**src/rtl/ft601_pkg.sv**
```systemverilog
// ft601_pkg: shared widths and error-bit indices for the FT601 device-side responder
package ft601_pkg;
  localparam int FT601_DATA_W = 32;
  localparam int FT601_BE_W = 4;
  localparam int FT601_ERR_W = 4;
  localparam int ERR_WR_FULL = 0;
  localparam int ERR_RD_EMPTY = 1;
  localparam int ERR_BUS_CONTENTION = 2;
  localparam int ERR_RD_NO_OE = 3;
endpackage

```
**src/rtl/ft601_resp_fifo.sv**
```systemverilog
// ft601_resp_fifo: first-word-fall-through FIFO with synchronous clear and occupancy count
module ft601_resp_fifo #(
  parameter int WIDTH = 32,
  parameter int DEPTH = 16
) (
  input  logic                     clk,
  input  logic                     rst_l,
  input  logic                     clr,
  input  logic                     push,
  input  logic [WIDTH-1:0]         din,
  input  logic                     pop,
  output logic [WIDTH-1:0]         dout,
  output logic [$clog2(DEPTH):0]   count
);
  localparam int AW = $clog2(DEPTH);
  localparam int CW = AW + 1;
  logic [WIDTH-1:0] mem [DEPTH];
  logic [AW-1:0] wp, rp;
  logic do_push, do_pop;
  // Guard against overflow/underflow so the caller cannot corrupt the pointers
  always_comb begin
    do_push = push & (count != CW'(DEPTH));
    do_pop = pop & (count != '0);
    dout = mem[rp];
  end
  // Pointers and count; clear wins over any same-cycle push or pop
  always_ff @(posedge clk or negedge rst_l) begin
    if (!rst_l) begin
      wp <= '0;
      rp <= '0;
      count <= '0;
    end else if (clr) begin
      wp <= '0;
      rp <= '0;
      count <= '0;
    end else begin
      if (do_push) wp <= wp + AW'(1);
      if (do_pop) rp <= rp + AW'(1);
      count <= count + CW'(do_push) - CW'(do_pop);
    end
  end
  // Storage carries no reset; only slots below count are ever observed
  always_ff @(posedge clk) begin
    if (do_push && !clr) mem[wp] <= din;
  end
endmodule

```
**src/rtl/ft601_responder.sv**
```systemverilog
// ft601_responder: FT601 245-sync-FIFO device model with PC-side ready/valid ports
module ft601_responder
  import ft601_pkg::*;
#(
  parameter int RX_DEPTH = 16,
  parameter int TX_DEPTH = 16
) (
  input  logic                      clk,
  input  logic                      rst_l,
  input  logic                      usb_rst_l,
  input  logic                      usb_wren_l,
  input  logic                      usb_rden_l,
  input  logic                      usb_outen_l,
  input  logic [FT601_DATA_W-1:0]   usb_data_from_host,
  input  logic [FT601_BE_W-1:0]     be_from_host,
  output logic                      usb_tx_full,
  output logic                      usb_rx_empty,
  output logic [FT601_DATA_W-1:0]   usb_data_to_host,
  output logic [FT601_BE_W-1:0]     be_to_host,
  output logic                      data_oe,
  input  logic [FT601_DATA_W-1:0]   pc_wr_data,
  input  logic                      pc_wr_valid,
  output logic                      pc_wr_ready,
  output logic [FT601_DATA_W-1:0]   pc_rd_data,
  output logic [FT601_BE_W-1:0]     pc_rd_be,
  output logic                      pc_rd_valid,
  input  logic                      pc_rd_ready,
  input  logic                      tx_stall,
  output logic [FT601_ERR_W-1:0]    err
);
  localparam int RCW = $clog2(RX_DEPTH) + 1;
  localparam int TCW = $clog2(TX_DEPTH) + 1;
  logic [RCW-1:0] rx_count;
  logic [TCW-1:0] tx_count;
  logic [FT601_DATA_W-1:0] rx_head;
  logic [FT601_BE_W+FT601_DATA_W-1:0] tx_head;
  logic live, clr, wr, rd, oe, rx_ok, rx_push, rx_pop, tx_push, tx_pop;
  logic [FT601_ERR_W-1:0] err_set;
  // Strobe decode, flags from registered counts, and protocol-violation detection
  always_comb begin
    live = usb_rst_l;
    clr = ~usb_rst_l;
    wr = ~usb_wren_l;
    rd = ~usb_rden_l;
    oe = ~usb_outen_l;
    usb_rx_empty = ~live | (rx_count == '0);
    usb_tx_full = ~live | tx_stall | (tx_count == TCW'(TX_DEPTH));
    data_oe = oe;
    rx_ok = oe & ~usb_rx_empty;
    usb_data_to_host = rx_ok ? rx_head : '0;
    be_to_host = rx_ok ? {FT601_BE_W{1'b1}} : '0;
    pc_wr_ready = live & (rx_count != RCW'(RX_DEPTH));
    pc_rd_valid = live & (tx_count != '0);
    pc_rd_data = tx_head[FT601_DATA_W-1:0];
    pc_rd_be = tx_head[FT601_BE_W+FT601_DATA_W-1:FT601_DATA_W];
    rx_push = pc_wr_valid & pc_wr_ready;
    tx_pop = pc_rd_valid & pc_rd_ready;
    tx_push = live & wr & ~oe & ~usb_tx_full;
    rx_pop = live & rd & rx_ok;
    err_set = '0;
    err_set[ERR_WR_FULL] = live & wr & ~oe & usb_tx_full;
    err_set[ERR_RD_EMPTY] = live & rd & oe & usb_rx_empty;
    err_set[ERR_BUS_CONTENTION] = live & wr & oe;
    err_set[ERR_RD_NO_OE] = live & rd & ~oe;
  end
  // Sticky error bits, cleared only by the board-level reset
  always_ff @(posedge clk or negedge rst_l) begin
    if (!rst_l) err <= '0;
    else err <= err | err_set;
  end
  ft601_resp_fifo #(.WIDTH(FT601_DATA_W), .DEPTH(RX_DEPTH)) u_rx (
    .clk(clk),
    .rst_l(rst_l),
    .clr(clr),
    .push(rx_push),
    .din(pc_wr_data),
    .pop(rx_pop),
    .dout(rx_head),
    .count(rx_count)
  );
  ft601_resp_fifo #(.WIDTH(FT601_BE_W + FT601_DATA_W), .DEPTH(TX_DEPTH)) u_tx (
    .clk(clk),
    .rst_l(rst_l),
    .clr(clr),
    .push(tx_push),
    .din({be_from_host, usb_data_from_host}),
    .pop(tx_pop),
    .dout(tx_head),
    .count(tx_count)
  );
endmodule

```
**config.mk**
```make
export PLATFORM = sky130hd
export DESIGN_NAME = ft601_responder
export DESIGN_NICKNAME = d
export VERILOG_FILES = /design/src/rtl/ft601_pkg.sv /design/src/rtl/ft601_resp_fifo.sv /design/src/rtl/ft601_responder.sv
export SDC_FILE = /design/constraint.sdc
export NUM_CORES = 1
export LEC_CHECK = 0
export CAP_MARGIN = 20
export CORE_MARGIN = 3
export CORE_UTILIZATION = 65
export CTS_CLUSTER_DIAMETER = 200
export CTS_CLUSTER_SIZE = 30
export DETAILED_ROUTE_END_ITERATION = 6
export GPL_TIMING_DRIVEN = 1
export PLACE_DENSITY_LB_ADDON = 0.12
export SETUP_SLACK_MARGIN = 0.05
export SYNTH_ARGS = -nofsm -noshare
export SYNTH_HDL_FRONTEND = slang
export SYNTH_HIERARCHICAL = 1
export SYNTH_SLANG_ARGS = --single-unit
export TNS_END_PERCENT = 10
```
**constraint.sdc**
```tcl
create_clock -name clk -period 17.2 [get_ports clk]
set_clock_uncertainty 0.15 [all_clocks]
set_input_delay 1.72 -clock clk [delete_from_list [all_inputs] [get_ports clk]]
set_output_delay 1.72 -clock clk [all_outputs]
set_load 0.01 [all_outputs]
```
==> summary.md <==
| Metric | Value |
|---|---|
| Chip height | 264 um |
| Post-CTS Repair Setup Buffers | 0 |
| Final Power | 4.93 mW |
| Antenna violations before repair | 11 |
| CTS tree | done |
| Clock root buffer | clkbuf_16 |
| Post-Syn Instances | 1982 |
| Final period util | 36.3% |
| Ys flop type | edfxtp_1 |
| CP Cell Sequence | buf_4 -> buf_4 -> mux4_2 -> a22oi_1 -> nand2_1 -> clkdlybuf4s50_1 |
| Sequential-to-total area share from yosys stat | 77.5% |
| Crit path max fanout | 70 |
| Critical Path End | pc_rd_data[23] |
| Io pins | 158 |
| R2R Path End | u_rx/count[4]$_DFF_PN0_ |
| DPL Wire Length | 45.1 mm |
| Hold Fails Final Rpt | 0 |
| Fin cells | 3003 |
| Drt wl/cell | 29.3 um |
| P&R area growth vs syn | 9.04% |
| Die area | 0.0695 mm^2 |
| Die X | 264 um |
| Global placement routability congestion | 0.778 |
| Crit path arrival time | 4.38 ns |
| Unrepaired setup endpoints after global routing | false |
| WP data required | 15.33 ns |
| Crit-path max cell delay | 0.90 ns |
| Core ar. | 0.0650 mm^2 |
| Max rail drop VDD | 0.102 mV |
| DR vias | 19.9k |
| Worst-case clock buffer depth | 3 |
| Yosys warns | 6 |
| H-tree levels | 2 |
| Post-synth EDFFs | 1088 |
| FILL cells | 3679 |
| Hold path start | err[0]$_DFF_PN0_ |
| Num CTS Buffers | 43 |
| Slowest CP cell | buf_4 |
| Layout cell share with drive strength beyond 1 | 19.5% |
| Vias per cell | 6.63 |
| CP endpoint kind | output port |
| GRT Util Overall | 25.9% |
| Crit Path Class | reg2out |
| Reg2reg start | u_rx/count[1]$_DFF_PN0_ |
| Most frequent cells in the layout | edfxtp_1 (1088), mux4_2 (272), clkdlybuf4s50_1 (157) |
| Worst r2r path cells | 14 |
| Tmin final | 6.25 ns |
| Post-Syn Area | 0.0431 mm^2 |
| Placed Cells | 2934 |
| Register bit total from synthesis | 1118 |
| R2R Setup Slk | 13.52 ns |
| Crit path launch type | register |
| Commonest non-fill, non-tap cell in the layout | edfxtp_1 |
| TritonRoute pass-1 iters | 5 |
| Pwr Density | 105 mW/mm^2 |
| Cts hold-fix bufs | 0 |
| Syn avg cell area | 21.8 um^2 |
| Post-Place Cell Area | 0.0458 mm^2 |
| Final Max Tran Viols | 0 |
| Slew margin rel. | 25.5% |
| WL final | 87.9 mm |
| CTS resizes | 0 |
| Asr flop ratio synth | 2.68% |
| Setup TNS | 0 ns |
| Clock Latency Late Sink | 0.62 ns |
| Rows | 93 |
| Global-route wire length before repair | 133 mm |
| Endpoints failing setup | 0 |
| DRC | 0 |
| Min-delay worst type | reg2reg |
| P_leak | 14.3 nW |
| Clk sinks | 1118 |
| Fmax | 0.160 GHz |
| Design area | 0.0470 mm^2 |
| CTS clk-pin slew, worst paths | 0.11 ns |
| Initial Util | 66.3% |
| Nets | 2226 |
| Antenna-violating nets left | 0 |
| Pin count of the biggest net entering global routing | 116 |
| Critical Path Source | u_tx/rp[1]$_DFFE_PN0P_ |
| Global route overflow | 0 |
| Max-Cap Viols | 0 |
| Syn nets | 2083 |
| Outcome | completed |
| Unique masters post-synth | 39 |
| Vias in the first global route | 20.7k |
| Crit path top cell by count | buf_4 |
| Slew at the pin with the worst max-slew slack | 1.12 ns |
| IO buf count | 157 |
| Initial detailed-routing violation count | 2163 |
-- critical path, delay by kind of cell (launching register included) --
family,cells,cell delay (ns)
AND/OR/NAND/NOR,1,0.12
buffers and inverters,3,2.05
AO/OA/AOI/OAI,1,0.25
flip-flops,1,0.77
multiplexers,1,0.42
-- cells in the mapped netlist, types with 19 or more instances --
cell type / count / area share, %
buf_1: 20 / 0.17
nand2_1: 81 / 0.70
clkbuf_1: 49 / 0.43
a22oi_1: 136 / 2.4
inv_1: 64 / 0.56
buf_2: 19 / 0.22
ha_1: 22 / 0.64
edfxtp_1: 1088 / 76
nor2_1: 26 / 0.23
a211oi_1: 33 / 0.57
mux4_2: 272 / 14
dfrtp_1: 30 / 1.7
-- metal layers --
layer	up-vias	track usage, %	part of all wire, %
li1	8468	-	-
met1	10540	35.2	37
met2	761	44.7	53
met3	141	3.72	6.8
met4	8	7.55	2.7
met5	-	0	0.074
-- logic make-up (layout without fill, tap and decap cells) --
logic type               Yosys count  count (layout)  share of synthesized area, %
flip-flops                      1118            1118                          77.5
multiplexers                     272             272                          14.2
AO/OA/AOI/OAI                    193             193                          3.31
AND/OR/NAND/NOR                  183             183                          2.11
buffers and inverters            176             335                          1.83
adder cells (fa/ha/maj)           24              24                         0.731
XOR/XNOR                          16              16                         0.325
other                              0               7                             0
-- where the power goes --
part | internal (mW) | switching [mW] | total [mW]
combinational | 0.335 | 0.328 | 0.663
sequential | 3.01 | 0.0424 | 3.05
clock | 0.471 | 0.742 | 1.21
-- stage by stage --
stage                     utilization [%]  setup slack (ns)  hold slack [ns]
after floorplan                         -             10.19            0.352
after global placement               70.4             11.44            0.309
after detailed placement             70.4             11.27            0.332
after CTS                            72.2             10.93            0.356
after global routing                 72.3             10.74            0.380
final                                72.3             10.95            0.354
-- final cells by class --
type	instances	area (um^2)	area share, %
well taps	855	1070	2.27
diodes	7	17.5	0.0372
repair buffers	209	1990	4.23
inverters	65	244	0.519
flip-flops and latches	1118	33400	71.1
clock buffers	59	1140	2.42
multi-input cells	688	9100	19.3
clock inverters	2	38.8	0.0825
-- flip-flops by register name (all words and copies together), names as in the netlist --
name / flops
err: 4
u_tx/mem: 576
u_tx/rp: 4
u_tx/count: 5
u_rx/wp: 4
u_tx/wp: 4
u_rx/mem: 512
u_rx/rp: 4
u_rx/count: 5
-- worst min-delay path by stage --
stage	slack, ns	end	depth (start not counted)
finish	0.35	err[0]$_DFF_PN0_	1
global route	0.38	err[3]$_DFF_PN0_	1
CTS	0.36	err[0]$_DFF_PN0_	1
detailed placement	0.33	err[3]$_DFF_PN0_	1
global placement	0.31	err[0]$_DFF_PN0_	1
floorplan	0.35	err[1]$_DFF_PN0_	2
No activity file was read; power rests on OpenSTA's default activity.
